### src/rtl/zxuno_option_bank_if.sv
// ZX-Uno register-bus port bundle for zxuno_option_bank.
// Ports: zxuno_addr/zxuno_regrd/zxuno_regwr/din from the bus master; dout/oe back from the register block.
// Read data is combinational from the slave; writes are sampled on the slave's clock edge.
interface zxuno_option_bank_if;
  logic [7:0] zxuno_addr;
  logic       zxuno_regrd;
  logic       zxuno_regwr;
  logic [7:0] din;
  logic [7:0] dout;
  logic       oe;

  modport master (
    output zxuno_addr, zxuno_regrd, zxuno_regwr, din,
    input  dout, oe
  );

  modport slave (
    input  zxuno_addr, zxuno_regrd, zxuno_regwr, din,
    output dout, oe
  );
endinterface

### src/rtl/zxuno_option_bank.sv
// Bank of NREGS ZX-Uno option registers; bus writes are staged in shadows and committed atomically on apply_i.
// Ports: clk, rst_n (sync, active-low), bus (zxuno_option_bank_if.slave), apply_i, options_o, pending_o, locked_o.
// Optional write-protect lock FSM at LOCK_ADDR is built only when OPTION_LOCK_EN is defined; default build has no lock.
module zxuno_option_bank #(
  parameter int unsigned          NREGS        = 2,
  parameter logic [7:0]           BASE_ADDR    = 8'h0E,
  parameter logic [7:0]           LOCK_ADDR    = 8'h0D,
  parameter logic [NREGS*8-1:0]   RESET_VALUES = 16'h0028,
  parameter logic [NREGS*8-1:0]   FORCE_SET    = '0
) (
  input  logic                 clk,
  input  logic                 rst_n,
  zxuno_option_bank_if.slave   bus,
  input  logic                 apply_i,
  output logic [NREGS*8-1:0]   options_o,
  output logic                 pending_o,
  output logic                 locked_o
);

  localparam int BASE_I    = int'(BASE_ADDR);
  localparam int LAST_ADDR = BASE_I + int'(NREGS) - 1;
  localparam int LOCK_I    = int'(LOCK_ADDR);

  // Configuration sanity: bank must fit in the 8-bit space without wrap,
  // and the lock register must not alias a bank register.
  generate
    if (NREGS == 0 || NREGS > 8) begin : g_bad_nregs
      $error("zxuno_option_bank: NREGS must be 1..8");
    end
    if (LAST_ADDR > 255) begin : g_bad_range
      $error("zxuno_option_bank: bank range exceeds 8'hFF");
    end
    if (LOCK_I >= BASE_I && LOCK_I <= LAST_ADDR) begin : g_bad_lock
      $error("zxuno_option_bank: LOCK_ADDR overlaps bank range");
    end
  endgenerate

  logic [NREGS*8-1:0] shadow_q, shadow_d;
  logic [NREGS*8-1:0] active_q, active_d;
  logic               pending_q, pending_d;

  logic       bank_hit;
  logic [2:0] bank_idx;
  logic [7:0] rd_shadow;
  logic       lock_hit;
  logic       locked;
  logic       armed;
  logic       wr_en;

  // Address decode, one comparator per register.
  always_comb begin
    bank_hit  = 1'b0;
    bank_idx  = 3'd0;
    rd_shadow = 8'h00;
    for (int i = 0; i < int'(NREGS); i++) begin
      if (bus.zxuno_addr == 8'(BASE_I + i)) begin
        bank_hit  = 1'b1;
        bank_idx  = 3'(i);
        rd_shadow = shadow_q[i*8 +: 8] | FORCE_SET[i*8 +: 8];
      end
    end
  end

`ifdef OPTION_LOCK_EN
  typedef enum logic [1:0] {
    LK_UNLOCKED = 2'd0,
    LK_LOCKED   = 2'd1,
    LK_ARMED    = 2'd2
  } lock_state_e;

  lock_state_e lock_q, lock_d;

  assign lock_hit = (bus.zxuno_addr == LOCK_ADDR);

  always_ff @(posedge clk) begin
    if (!rst_n) lock_q <= LK_UNLOCKED;
    else        lock_q <= lock_d;
  end

  always_comb begin
    lock_d = lock_q;
    locked = 1'b0;
    armed  = 1'b0;
    case (lock_q)
      LK_UNLOCKED: begin
        if (bus.zxuno_regwr && lock_hit && bus.din == 8'hA5) lock_d = LK_LOCKED;
      end
      LK_LOCKED: begin
        locked = 1'b1;
        if (bus.zxuno_regwr && lock_hit && bus.din == 8'h55) lock_d = LK_ARMED;
      end
      LK_ARMED: begin
        locked = 1'b1;
        armed  = 1'b1;
        // Any write to the lock or bank other than the final key breaks the sequence.
        if (bus.zxuno_regwr && lock_hit)
          lock_d = (bus.din == 8'hAA) ? LK_UNLOCKED : LK_LOCKED;
        else if (bus.zxuno_regwr && bank_hit)
          lock_d = LK_LOCKED;
      end
      default: begin
        lock_d = LK_LOCKED;
        locked = 1'b1;
      end
    endcase
  end
`else
  assign lock_hit = 1'b0;
  assign locked   = 1'b0;
  assign armed    = 1'b0;
`endif

  // Lock state is the pre-edge value, so a bank write alongside the locking
  // write still lands.
  assign wr_en = bus.zxuno_regwr && bank_hit && !locked;

  always_comb begin
    shadow_d  = shadow_q;
    active_d  = active_q;
    pending_d = pending_q;
    for (int i = 0; i < int'(NREGS); i++) begin
      if (wr_en && bank_idx == 3'(i)) shadow_d[i*8 +: 8] = bus.din;
    end
    // A same-cycle write is folded into the commit via shadow_d.
    if (apply_i && (pending_q || wr_en)) begin
      active_d  = shadow_d;
      pending_d = 1'b0;
    end else if (wr_en) begin
      pending_d = 1'b1;
    end
  end

  always_ff @(posedge clk) begin
    if (!rst_n) begin
      shadow_q  <= RESET_VALUES;
      active_q  <= RESET_VALUES;
      pending_q <= 1'b0;
    end else begin
      shadow_q  <= shadow_d;
      active_q  <= active_d;
      pending_q <= pending_d;
    end
  end

  // Combinational readback.
  always_comb begin
    bus.oe   = 1'b0;
    bus.dout = 8'hFF;
    if (bus.zxuno_regrd && bank_hit) begin
      bus.oe   = 1'b1;
      bus.dout = rd_shadow;
    end else if (bus.zxuno_regrd && lock_hit) begin
      bus.oe   = 1'b1;
      bus.dout = {5'b00000, pending_q, armed, locked};
    end
  end

  assign options_o = active_q | FORCE_SET;
  assign pending_o = pending_q;
  assign locked_o  = locked;

endmodule

### src/flat_wrapper.sv
// flat-port wrapper written by rule: the top's interface ports become plain ports
module zxuno_option_bank_flat 
#(
  parameter int unsigned          NREGS        = 2,
  parameter logic [7:0]           BASE_ADDR    = 8'h0E,
  parameter logic [7:0]           LOCK_ADDR    = 8'h0D,
  parameter logic [NREGS*8-1:0]   RESET_VALUES = 16'h0028,
  parameter logic [NREGS*8-1:0]   FORCE_SET    = '0
)
  (clk, rst_n, apply_i, options_o, pending_o, locked_o, bus_zxuno_addr, bus_zxuno_regrd, bus_zxuno_regwr, bus_din, bus_dout, bus_oe);
  zxuno_option_bank_if bus_i ();
  input  logic clk;
  input  logic rst_n;
  input  logic apply_i;
  output logic [NREGS*8-1:0] options_o;
  output logic pending_o;
  output logic locked_o;
  input wire logic [$bits(bus_i.zxuno_addr)-1:0] bus_zxuno_addr;
  input wire logic [$bits(bus_i.zxuno_regrd)-1:0] bus_zxuno_regrd;
  input wire logic [$bits(bus_i.zxuno_regwr)-1:0] bus_zxuno_regwr;
  input wire logic [$bits(bus_i.din)-1:0] bus_din;
  output wire logic [$bits(bus_i.dout)-1:0] bus_dout;
  output wire logic [$bits(bus_i.oe)-1:0] bus_oe;
  assign bus_i.zxuno_addr = bus_zxuno_addr;
  assign bus_i.zxuno_regrd = bus_zxuno_regrd;
  assign bus_i.zxuno_regwr = bus_zxuno_regwr;
  assign bus_i.din = bus_din;
  assign bus_dout = bus_i.dout;
  assign bus_oe = bus_i.oe;
  zxuno_option_bank #(.NREGS(NREGS), .BASE_ADDR(BASE_ADDR), .LOCK_ADDR(LOCK_ADDR), .RESET_VALUES(RESET_VALUES), .FORCE_SET(FORCE_SET)) u_core (.clk(clk), .rst_n(rst_n), .bus(bus_i), .apply_i(apply_i), .options_o(options_o), .pending_o(pending_o), .locked_o(locked_o));
endmodule
### config.mk
export PLATFORM = sky130hd
export DESIGN_NAME = zxuno_option_bank_flat
export DESIGN_NICKNAME = d
export VERILOG_FILES = /design/src/rtl/zxuno_option_bank_if.sv /design/src/rtl/zxuno_option_bank.sv /design/src/flat_wrapper.sv
export SDC_FILE = /design/constraint.sdc
export NUM_CORES = 1
export LEC_CHECK = 0
export CORE_AREA = 2 2 54 56
export DETAILED_ROUTE_END_ITERATION = 16
export DIE_AREA = 0 0 56 58
export DONT_BUFFER_PORTS = 1
export GPL_TIMING_DRIVEN = 0
export PLACE_DENSITY = 0.67
export SYNTH_ARGS = -nofsm -noshare
export SYNTH_HDL_FRONTEND = slang
export SYNTH_SLANG_ARGS = --single-unit
### constraint.sdc
create_clock -name clk -period 2.1 [get_ports clk]
set_input_delay 0.315 -clock clk [delete_from_list [all_inputs] [get_ports clk]]
set_output_delay 0.315 -clock clk [all_outputs]
set_load 0.005 [all_outputs]
Word level (Yosys, flattened, before mapping)
Cells that the tools add are included.

Add/sub/neg operators: 0. Multipliers: 0. Div/mod/pow operators: 0. Order comparisons: 0. Equal/unequal tests: 3. Shift operators: 0. Mux-type cells: 9. Bitwise logic cells: 1. Reduce and logical (&&, ||, !) cells: 8.

Operators with widths (number): $mux 8 (5); $eq 8x4->1 const B (2); $logic_and 1x1->1 (5); $mux 1 (4); $eq 3x1->1 const B (1); $logic_not 3->1 (1); $reduce_or 2->1 (1); $logic_or 1x1->1 (1); $not 1->1 (1).

Bits in registers: 33. Bits in latches: 0. Bits in writable memories: 0. ROM bits: 0. Memories: 0.

Longest topological paths before layout
Gate-level depths: netlist (run 1).

Depth in word-level cells: 7. Depth in mapped cells: 7. Gate-level depth less buffers: 4.

Worst setup path before layout (run 1)
OpenSTA, ideal clock, no wires.

Kind: input -> register. From: input bus_zxuno_addr[7]. To: register u_core.active_q[0], in the netlist u_core.options_o[0]. Library setup time: 140 ps. Arrival time: 1507 ps. Path slack: 453 ps. Cell stages on the path: 5. Path buffers: 1. Path through: or4_4 -> nor3b_2 -> buf_6 -> mux2i_1 -> a211oi_2.

Cells in the longest elaborated chain, start to end: 6. Elaborated cells on any way between the ends: 11. Classes of those cells: 2 x eq/ne; 4 x mux; 5 x reduce/logical.

Ends and longest elaborated chain: start: declaration (line flat_wrapper.sv:18) `input wire logic [$bits(bus_i.zxuno_addr)-1:0] bus_zxuno_addr;`; $eq 8x4->1 (line zxuno_option_bank.sv:56) `if (bus.zxuno_addr == 8'(BASE_I + i)) begin`; $mux 1 (2 in a row) (line zxuno_option_bank.sv:56); $logic_and 1x1->1 (line zxuno_option_bank.sv:115) `assign wr_en = bus.zxuno_regwr && bank_hit && !locked;`; $logic_and 1x1->1 / $logic_or 1x1->1 (equally long branches) (line zxuno_option_bank.sv:122, zxuno_option_bank.sv:125); $mux 8 / $logic_and 1x1->1 (equally long branches) (line zxuno_option_bank.sv:122, zxuno_option_bank.sv:125); end signal: assignment (line zxuno_option_bank.sv:140) `active_q <= active_d;`; end: declaration (line zxuno_option_bank.sv:39) `logic [NREGS*8-1:0] active_q, active_d;`.

Parallel ways exist; a longest one is shown, timed or not. A chain may end at the register's enable or synchronous reset.

Worst setup path after layout (run 1)
From: input bus_zxuno_addr[7]. To: output bus_dout[2].

Cells in the longest elaborated chain, start to end: 5. Elaborated cells on any way between the ends: 8. Classes of those cells: 2 x eq/ne; 5 x mux; 1 x reduce/logical.

Ends and longest elaborated chain: $eq 8x4->1 (line zxuno_option_bank.sv:56); $mux 1 (2 in a row) (line zxuno_option_bank.sv:56); $logic_and 1x1->1 (line zxuno_option_bank.sv:149) `if (bus.zxuno_regrd && bank_hit) begin`; $mux 8 * (line zxuno_option_bank.sv:149); end: declaration (line flat_wrapper.sv:22) `output wire logic [$bits(bus_i.dout)-1:0] bus_dout;`.

Every way passes the cells marked *; elsewhere a longest branch is shown, timed or not.

==> results.cfg, run 1 <==
[floorplanning]
num_rows = 19
core_area_mm2 = 0.002663
start_util_pct = 51.74
die-area_mm2 = 0.003248
dieWidth_um = 56
dieHeight_um = 58
ioPinCount = 48

[final_layout]
fin_nets = 165
final_util_pct = 55.03
drive_above_1_share_pct = 14.48
n_fill_cell = 261
area_growth_pct = 6.358
diodes = 0
design_area_mm2 = 0.001465

[critical_path]
r2r_slack_ps = 630
required_ps = 1780
cp.arrival_ps = 1670
path_cells = or4_4 > nor2_1 > nand2_1
rr_endpoint = u_core.options_o[14]
worstSetupStartpointType = input pin
worst-setup-path-type = in -> out
reg2reg_depth = 6
worst_path_largest_cell_delay_ps = 650
cp-end-kind = primary output
path_max_fanout = 9
r2r_start = u_core.pending_o
cp_slowest_cell = nor2_1

[detailed_routing]
wl_per_cell_um = 17.74
drt_first_iter_violations = 30
vias_per_cell = 5.795
top_layer_used = met4
wl_met3_um = 271
remaining_drc_errors = 0
vias = 1020
wirelength_um = 3123
antenna_left = 0
drt_pass1_iterations = 4
met1_length_um = 1282
route.met2.wl_um = 1519

[sta]
whs_ps = 47.06
finalClockSkew_ps = 7.439
finalSetupViolCount = 0
worst_pin_slew_ps = 813.1
relSlewSlack_pct = 45.59
fmax_ghz = 0.5034
timing.final.crit_share_pct = 94.60
period_needed_ps = 1987
tns_ps = 0
rsz0062_at_grt = false
hold_violations = 0
drv_slew = 0

[logic_synthesis]
ys_seq_area_share_pct = 47.96
synth_top_area_cell = dfxtp_1
ys_types = 23
async_reset_ff_share_pct = 0
synth_most_common_cell = dfxtp_1
avgSynthCellArea_um2 = 10.06
syn_nets = 158
syn-cell-area_mm2 = 0.001378
synth_compound_area_share_pct = 17.44
synth-simple-area-share_pct = 11.63
synthXorXnorAreaFrac_pct = 0
yosysTopAreaCellShare_pct = 47.96
ys_ff_latch = 33
syn_inst = 137
synth_top_family_by_area = multiplexers
synth_edf_count = 0
synthAdderAreaFrac_pct = 0
synth_common_cells = dfxtp_1 (33), mux2i_1 (24), nor2_1 (15), a21oi_1 (14)
synthTopCellsByArea = dfxtp_1 (48%), mux2i_1 (17%), a211oi_1 (5.4%)
synthMuxAreaShare_pct = 17.44
synth_ff_type = dfxtp_1
synth_warnings = 0

[clock_tree]
cts.path.max_buffers = 2
cts_tree = built
postCtsSetupBuffers = 0
cts.sinks = 33
cts_resized = 0
htreeDepth = 2
cts_hold_buf = 0
insertion_delay_ps = 330
root_buffer = clkbuf_4
clk_pin_slew_ps = 90
cts_buffers = 5

[power_and_ir_drop]
powerDensity_mw_per_mm2 = 678.7
p_switching_mw = 0.2218
total_power_mw = 0.9945
p_leak_nw = 0.5517
pwr-share-seq_pct = 63.1
p_int_mw = 0.7726
clkPwrFrac_pct = 33.0
p_comb_share_pct = 4.0
swShare_pct = 22.31
irDropWorstVdd_mv = 0.4051

[outcome]
status = complete, no violations

[placed_design]
gp_congestion = 0.7752
placed_cell_area_mm2 = 0.001416
portBuffers = 0
place_hpwl_um = 2255

[hold_path]
hold_path_depth = 1
hold_start = rst_n
holdPathEnd = u_core.shadow_q[3]
hp-class = in -> reg

[grt]
antenna_found_initial = 0
track_usage_pct = 20.29
grt_pass1_vias = 1058
grt_max_degree = 11
grt_pass1_wl_um = 4940
grt_overflow = 0

[job]
drv_cap = 0
==> critical path, delay by kind of cell <==
family	cells	cell delay, ps
simple gates	3	1360
==> worst max-delay path by stage <==
stage                            startpoint                   to  slack (ps)  cells past startpoint
after floorplan           bus_zxuno_addr[7]  u_core.options_o[0]         450                      5
after global placement    bus_zxuno_addr[7]          bus_dout[2]         150                      3
after detailed placement  bus_zxuno_addr[7]          bus_dout[2]         120                      3
after CTS                 bus_zxuno_addr[7]          bus_dout[2]         130                      3
after global routing      bus_zxuno_addr[7]          bus_dout[2]          60                      3
final                     bus_zxuno_addr[7]          bus_dout[2]         110                      3
==> flip-flops by register name (all words and copies together), names as in the netlist <==
name / cells
u_core.pending_o: 1
u_core.options_o: 16
u_core.shadow_q: 16
==> power groups by stage <==
stage / sequential, mW / clock (mW) / combinational (mW)
4_1_cts: 0.627 / 0.335 / 0.0397
3_5_place_dp: 0.642 / 0 / 0.0395
2_1_floorplan: 0.642 / 0 / 0.0311
5_1_grt: 0.628 / 0.364 / 0.0423
3_3_place_gp: 0.642 / 0 / 0.0387
6_report: 0.627 / 0.328 / 0.0393
==> placed cells by master, fill, tap and decap left out, types with 2 or more instances in the layout <==
master | netlist | final
dfxtp_1 | 33 | 33
mux2i_1 | 24 | 24
nor2_1 | 15 | 15
a21oi_1 | 14 | 14
nand2_1 | 10 | 10
a211oi_1 | 10 | 10
clkbuf_1 | 5 | 8
a211oi_2 | 6 | 6
clkbuf_4 | 0 | 5
buf_2 | 4 | 4
buf_6 | 2 | 2
a31oi_1 | 2 | 2
==> cells by family (layout without fill, tap and decap cells) <==
family | after synthesis | in the layout
compound gates | 33 | 33
flops | 33 | 33
simple gates | 33 | 33
mux | 24 | 24
buf+inv | 13 | 21
other cells | 1 | 1
==> metrics by stage <==
stage / setup WS, ps / std cells
after global routing: 55.69 / 176
final: 113.3 / 176
after global placement: 152.3 / 168
after detailed placement: 124.5 / 168
after CTS: 125.8 / 176
after floorplan: 452.9 / 137
==> layer usage <==
metal / vias to the layer above / track usage (%)
met1: 477 / 22.98
met4: 0 / 8.163
met2: 35 / 33.95
met5: - / 0
met3: 7 / 8.705
li1: 501 / -
==> layout make-up <==
type / count / area, um2 / share of cell area (%)
well taps: 31 / 38.79 / 2.647
plain buffers: 12 / 68.82 / 4.697
multi-input cells: 91 / 644.4 / 43.98
inverters: 1 / 3.754 / 0.2562
flip-flops and latches: 33 / 660.6 / 45.09
clock buffers: 8 / 48.80 / 3.330
Note: power is estimated with default switching activity, not from simulation.
==> run 2: changes to the inputs <==
- CORE_AREA: 2 2 54 56 -> 2 2 66 68
- DIE_AREA: 0 0 56 58 -> 0 0 68 70
- PLACE_DENSITY: 0.67 -> unset
- TNS_END_PERCENT: unset -> 10
==> results.cfg, run 2 (same netlist as run 1, synthesis figures left out) <==
[outcome]
status = complete, no violations

[final_layout]
diodes = 0
finalNonFillerCells = 196
n_fill_cell = 424
fin_nets = 165
final_cell_mix = dfxtp_1 (33), mux2i_1 (24), nor2_1 (15)
drive_above_1_share_pct = 15.28
final_common_cell = dfxtp_1
area_growth_pct = 10.99

[floorplanning]
die-area_mm2 = 0.004760
start_util_pct = 33.24
dieWidth_um = 68
core_area_mm2 = 0.004144
num_rows = 24
dieHeight_um = 70
ioPinCount = 48

[sta]
rsz0062_at_grt = false
tns_ps = 0
finalClockSkew_ps = 2.254
finalSetupViolCount = 0
relSlewSlack_pct = 47.51
timing.final.crit_share_pct = 94.48
fmax_ghz = 0.5040
drv_slew = 0
period_needed_ps = 1984
hold_violations = 0
worst_pin_slew_ps = 784.4

[placed_design]
place_hpwl_um = 2386
dp_cells = 189
portBuffers = 0
gp_congestion = 0.7848

[clock_tree]
cts.sinks = 33
cts_hold_buf = 0
postCtsSetupBuffers = 0
cts_resized = 0
htreeDepth = 2
cts_buffers = 5
cts.path.max_buffers = 2
cts_tree = built
insertion_delay_ps = 280
root_buffer = clkbuf_8
clk_pin_slew_ps = 60

[hold_path]
hold_start = rst_n
hold_path_depth = 1
hp-class = in -> reg

[grt]
antenna_found_initial = 0
grt_pass1_vias = 1058
grt_max_degree = 11
grt_pass1_wl_um = 5133
track_usage_pct = 14.86
grt_overflow = 0

[critical_path]
r2r_start = u_core.pending_o
reg2reg_depth = 6
cp-end-kind = primary output
cp.arrival_ps = 1670
critPathLaunch = bus_zxuno_addr[7]
worst-setup-path-type = in -> out
worstSetupStartpointType = input pin
path_max_fanout = 9
required_ps = 1780

[detailed_routing]
wirelength_um = 3239
wl_per_cell_um = 16.53
vias = 1025
vias_per_cell = 5.230
remaining_drc_errors = 0
antenna_left = 0
drt_first_iter_violations = 26
drt_pass1_iterations = 5

[job]
drv_cap = 0

[power_and_ir_drop]
irDropWorstVdd_mv = 0.1994
p_leak_nw = 0.5695
powerDensity_mw_per_mm2 = 742.6
==> run 2: power by group <==
group          switching, mW  internal [mW]
clock network          0.208          0.259
logic                 0.0265         0.0130
registers           0.000885          0.627
total                  0.236          0.900
==> run 2: path summary, 6_finish.rpt <==
check,endpoint,slack [ps]
max,bus_dout[0],120
min,u_core.shadow_q[3],90
max reg2reg,u_core.options_o[13],620
min reg2reg,u_core.shadow_q[3],510
==> run 2: layout make-up <==
class,instances,area [um2],area share (%)
inverter,1,3.754,0.2455
clock buffer,7,86.33,5.646
multi-input combinational,91,644.4,42.14
tap,52,65.06,4.255
buffer,12,68.82,4.501
sequential,33,660.6,43.21
==> run 2: per-layer routing <==
metal	vias to the layer above	GRT usage, %	wire [um]
met5	-	0	0
met4	0	7.556	54
met3	6	5.636	274
met2	37	24.92	1616
met1	478	15.77	1294
li1	504	-	-
==> run 2: per-stage QoR <==
| stage | power, mW | cell area (um2) | hold slack (ps) | utilization (%) | setup slack (ps) |
|---|---|---|---|---|---|
| 2_1_floorplan | 0.6729 | 1378 | 376.9 | - | 452.9 |
| 3_3_place_gp | 0.6809 | 1443 | 377.4 | 34.81 | 110.8 |
| 3_5_place_dp | 0.6820 | 1443 | 380.4 | 34.81 | 107.9 |
| 4_1_cts | 1.148 | 1529 | 84.72 | 36.90 | 107.1 |
| 5_1_grt | 1.182 | 1529 | 102.3 | 36.90 | 22.06 |
| 6_report | 1.135 | 1529 | 90.76 | 36.90 | 115.9 |
==> run 2: worst max-delay path, cell delays in order <==
cell and delay (ps):
or4_4 530, nor2_1 630, nand2_1 200
==> run 3: changes to the inputs <==
- clock period: 2.1 -> 1.9 ns (I/O delays scaled with it)
==> results.cfg, run 3 (same netlist as run 1, synthesis figures left out) <==
[hold_path]
hp-class = in -> reg
holdPathEnd = u_core.shadow_q[3]
hold_path_depth = 1
hold_start = rst_n

[placed_design]
portBuffers = 0
placed_cell_area_mm2 = 0.001443
place_hpwl_um = 2386
gp_congestion = 0.7848

[critical_path]
required_ps = 1620
cp-end-kind = primary output
reg2reg_depth = 6
r2r_start = u_core.pending_o
r2r_slack_ps = 420
worstSetupStartpointType = input pin
cp.arrival_ps = 1410
rr_endpoint = u_core.options_o[13]
worst-setup-path-type = in -> out
path_max_fanout = 9

[clock_tree]
cts_tree = built
root_buffer = clkbuf_8
cts.path.max_buffers = 2
postCtsSetupBuffers = 0
clk_pin_slew_ps = 60
htreeDepth = 2
insertion_delay_ps = 280
cts_buffers = 5
cts.sinks = 33

[grt]
grt_pass1_vias = 1088
grt_pass1_wl_um = 5188
antenna_found_initial = 0
track_usage_pct = 15.00
grt_max_degree = 11
grt_overflow = 0

[sta]
whs_ps = 60.80
finalSetupViolCount = 0
relSlewSlack_pct = 54.73
drv_slew = 0
timing.final.crit_share_pct = 89.20
rsz0062_at_grt = false
fmax_ghz = 0.5901
finalClockSkew_ps = 2.254
period_needed_ps = 1695
hold_violations = 0
worst_pin_slew_ps = 679.0

[final_layout]
final_cell_mix = dfxtp_1 (33), mux2i_1 (24), nor2_1 (14), a21oi_1 (14)
design_area_mm2 = 0.001531
fin_nets = 165
final_util_pct = 36.96
diodes = 0
n_fill_cell = 425
final_common_cell = dfxtp_1
area_growth_pct = 11.17
drive_above_1_share_pct = 15.97

[floorplanning]
ioPinCount = 48
dieHeight_um = 70
die-area_mm2 = 0.004760
dieWidth_um = 68
start_util_pct = 33.24
core_area_mm2 = 0.004144
num_rows = 24

[detailed_routing]
drt_first_iter_violations = 31
antenna_left = 0
remaining_drc_errors = 0
vias_per_cell = 5.265
wl_per_cell_um = 16.56
drt_pass1_iterations = 5
wirelength_um = 3246
vias = 1032

[job]
drv_cap = 0

[power_and_ir_drop]
irDropWorstVdd_mv = 0.2201
total_power_mw = 1.255
powerDensity_mw_per_mm2 = 819.4
p_leak_nw = 0.5694

[outcome]
status = complete, no violations
run 3: changes by cell type in the layout (fill, tap and decap cells not counted):
cell and delta:
nor2_1 -1, nor2_2 +1
run 3: layer usage:
| layer | wire (um) | share of wire, % | GRT usage [%] | vias up |
|---|---|---|---|---|
| met3 | 277 | 8.5 | 5.636 | 6 |
| li1 | - | - | - | 505 |
| met4 | 54 | 1.7 | 7.556 | 0 |
| met2 | 1626 | 50 | 25.35 | 37 |
| met5 | 0 | 0 | 0 | - |
| met1 | 1288 | 40 | 15.77 | 484 |
run 3: cell type report:
class                   count  area, um2  area share (%)
plain buffers              12      68.82           4.493
inverters                   1      3.754          0.2451
clock buffers               7      86.33           5.637
well taps                  52      65.06           4.248
flip-flops and latches     33      660.6           43.14
multi-input cells          91      646.9           42.24
run 3: stage by stage:
stage / setup WS, ps / TNS (ps) / cells
final: 205.3 / 0 / 196
after detailed placement: -32.13 / -98.03 / 189
after CTS: 192.3 / 0 / 196
after floorplan: 282.9 / 0 / 137
after global routing: 129.4 / 0 / 196
after global placement: -29.16 / -63.56 / 189
run 3: critical path, cell delays in order:
cell and delay, ps:
or4_4 530, nor2_2 420, nand2_1 170
run 3: timing repair:
| action | 4_1_cts | 5_1_grt |
|---|---|---|
| endpoints found under the setup margin | 5 | 0 |
| endpoints found under the hold margin | 0 | 0 |
| hold buffers | 0 | 0 |
| gates resized for setup | 1 | 0 |
run 3: worst max path at each step:
stage                           start                  end  cells after the start
floorplan           bus_zxuno_addr[7]  u_core.options_o[0]                      5
global placement    bus_zxuno_addr[7]          bus_dout[0]                      3
finish              bus_zxuno_addr[7]          bus_dout[0]                      3
CTS                 bus_zxuno_addr[7]          bus_dout[0]                      3
detailed placement  bus_zxuno_addr[7]          bus_dout[0]                      3
global route        bus_zxuno_addr[7]          bus_dout[0]                      3
run 3: report_power, final:
group	switching (mW)	internal, mW	leakage [nW]
clock network	0.230	0.287	0.0443
logic	0.0295	0.0144	0.259
registers	0.000983	0.693	0.266
total	0.260	0.994	0.569
==> edit, RTL diff (config.mk and constraints of run 3) <==
Build with the macro `OPTION_LOCK_EN` defined.
--- a/src/rtl/zxuno_option_bank.sv
+++ b/src/rtl/zxuno_option_bank.sv
@@ -2,4 +2,6 @@
 // Ports: clk, rst_n (sync, active-low), bus (zxuno_option_bank_if.slave), apply_i, options_o, pending_o, locked_o.
 // Optional write-protect lock FSM at LOCK_ADDR is built only when OPTION_LOCK_EN is defined; default build has no lock.
+`define OPTION_LOCK_EN
+
 module zxuno_option_bank #(
   parameter int unsigned          NREGS        = 2,
Formal check against the unedited RTL: not equivalent (Yosys sat finds a counterexample within 4 cycles, from zero or initial values and one cycle with rst_n low).
==> edit against run 3 <==
  * Largest cell class is now multi-input combinational cells
  * Critical endpoint is now u_core.options_o[3]
  * Area after synthesis is 22% higher
  * Sequential cell count is 2 higher
  * Routed wire length is 37% higher
  * Design area is 18% higher
  * Sequential share of layout area is 4.5 points lower
  * Critical path type is now flop to flop
  * Global-route usage is 4.7 points higher
  * Setup slack worse by 0.13 ns
  * Count of clock-buffer cells in the layout is 1 lower
Power is not compared: it rests on default switching activity, and its combinational part moved more than twofold at a synthesized area within 25%.
==> edit: results (changes against run 3) <==
- Final non-clock buffer share: 3.59% (-0.91 points)
- Post-Syn Nets: 203 (+28%)
- Clock Latency Late Sink: 0.28 ns (about the same)
- Critical path arrival: 1.98 ns (+0.57 ns)
- Vias in the first global route: 1,382 (+27%)
- Routed wl met3: 370 um (+34%)
- Reg area: 701 sq um (+6.1%)
- Worst path slowest cell: nor4b_1
- Fillers: 405 (-4.7%)
- Final HPWL DP: 3.30 mm (+38%)
- Status: complete, no violations
- Dominant cells by area after synthesis: dfxtp_1 42%, mux2i_1 9.6%, a21oi_1 7.8%
- Crit path max-delay family: compound AO/OA/AOI/OAI gates
- Crit-path max cell delay: 0.50 ns (-0.03 ns)
- First-pass GRT wire length: 6.90 mm (+33%)
- Seq/Total Area, Yosys: 41.9% (-6.1 points)
- Synth async-reset ratio: 0% (unchanged)
- Gpl congestion: 0.831 (+5.9%)
- Clk_buf instances: 6 (-1)
- Final nets: 210 (+27%)
- Total clock sinks: 35 (+6.1%)
- Metal1 wirelength: 1.89 mm (+46%)
- DRT iter0 DRCs: 110 (+250%)
- Pre-Repair DR Iteration Count: 4 (-1)
- Fraction of area in multi-input gates: 48.8% (+6.5 points)
- Multi-input gates: 128 (+41%)
- Top sig layer: met4
- Share of layout cells above drive strength 1: 13.3% (-2.7 points)
- Slew at the pin closest to its max-slew limit: 0.708 ns (+0.0290 ns)
- Met2 usage: 31.4% (+6.0 points)
- Postcts setup bufs: 0 (unchanged)
- Commonest cells in the synthesized netlist: 35 x dfxtp_1, 26 x a21oi_1, 18 x nor2_1
- Placement Setup Slack: 0.0374 ns (+0.0695 ns)
- Cts repair resizes: 0 (-1)
- Vias per cell: 5.93 (+13%)
- Syn_area_per_cell: 9.20 sq um (-8.5%)
- Placed insts: 234 (+24%)
- Yosys cell types: 39 (+70%)
- Fin area: 1810 sq um (+18%)
- Fin cells: 240 (+22%)
- Final Core Density: 43.8% (+6.8 points)
- CP startpoint kind: flop
- Met3 Use GR: 6.12% (+0.48 points)
- Grt met1 use: 24.7% (+9.0 points)
- Critical Path Fanout Max: 6 (-3)
- WL final: 4.45 mm (+37%)
- Overall routing resource usage: 19.7% (+4.7 points)
- Non-clk invs: 7 (+6)
- Placed Area: 1740 sq um (+21%)
- Clk_skew: 0.00579 ns (+0.00353 ns)
- RR Startpoint: u_core.lock_q[1]
- WL met2: 2.14 mm (+31%)
- Clock Network Area Fraction: 4.00% (-1.6 points)
## edit: cell types whose count changed in the layout (fill, tap and decap cells not counted), sizes merged, moves of 3 or more
cell    change
a31oi       +3
a21oi      +12
nor2        +3
o21ai       +4
buf         -3
mux2i       -8
inv         +6
nand2b      +4
## edit: final timing paths
| path | endpoint | slack [ns] | cells after the start |
|---|---|---|---|
| min | u_core.options_o[5] | 0.08 | 1 |
| max reg2reg | u_core.options_o[3] | 0.07 | 4 |
| max | u_core.options_o[3] | 0.07 | 4 |
| min reg2reg | u_core.shadow_q[7] | 0.53 | 2 |
## edit: kinds of logic (layout without fill, tap and decap cells)
kind of cell / Yosys count / after routing / share of synthesized area (%)
AO/OA/AOI/OAI: 59 / 59 / 23.9
AND/OR/NAND/NOR: 53 / 53 / 19.2
flip-flops: 35 / 35 / 41.9
buffers and inverters: 19 / 25 / 5.46
multiplexers: 16 / 16 / 9.57
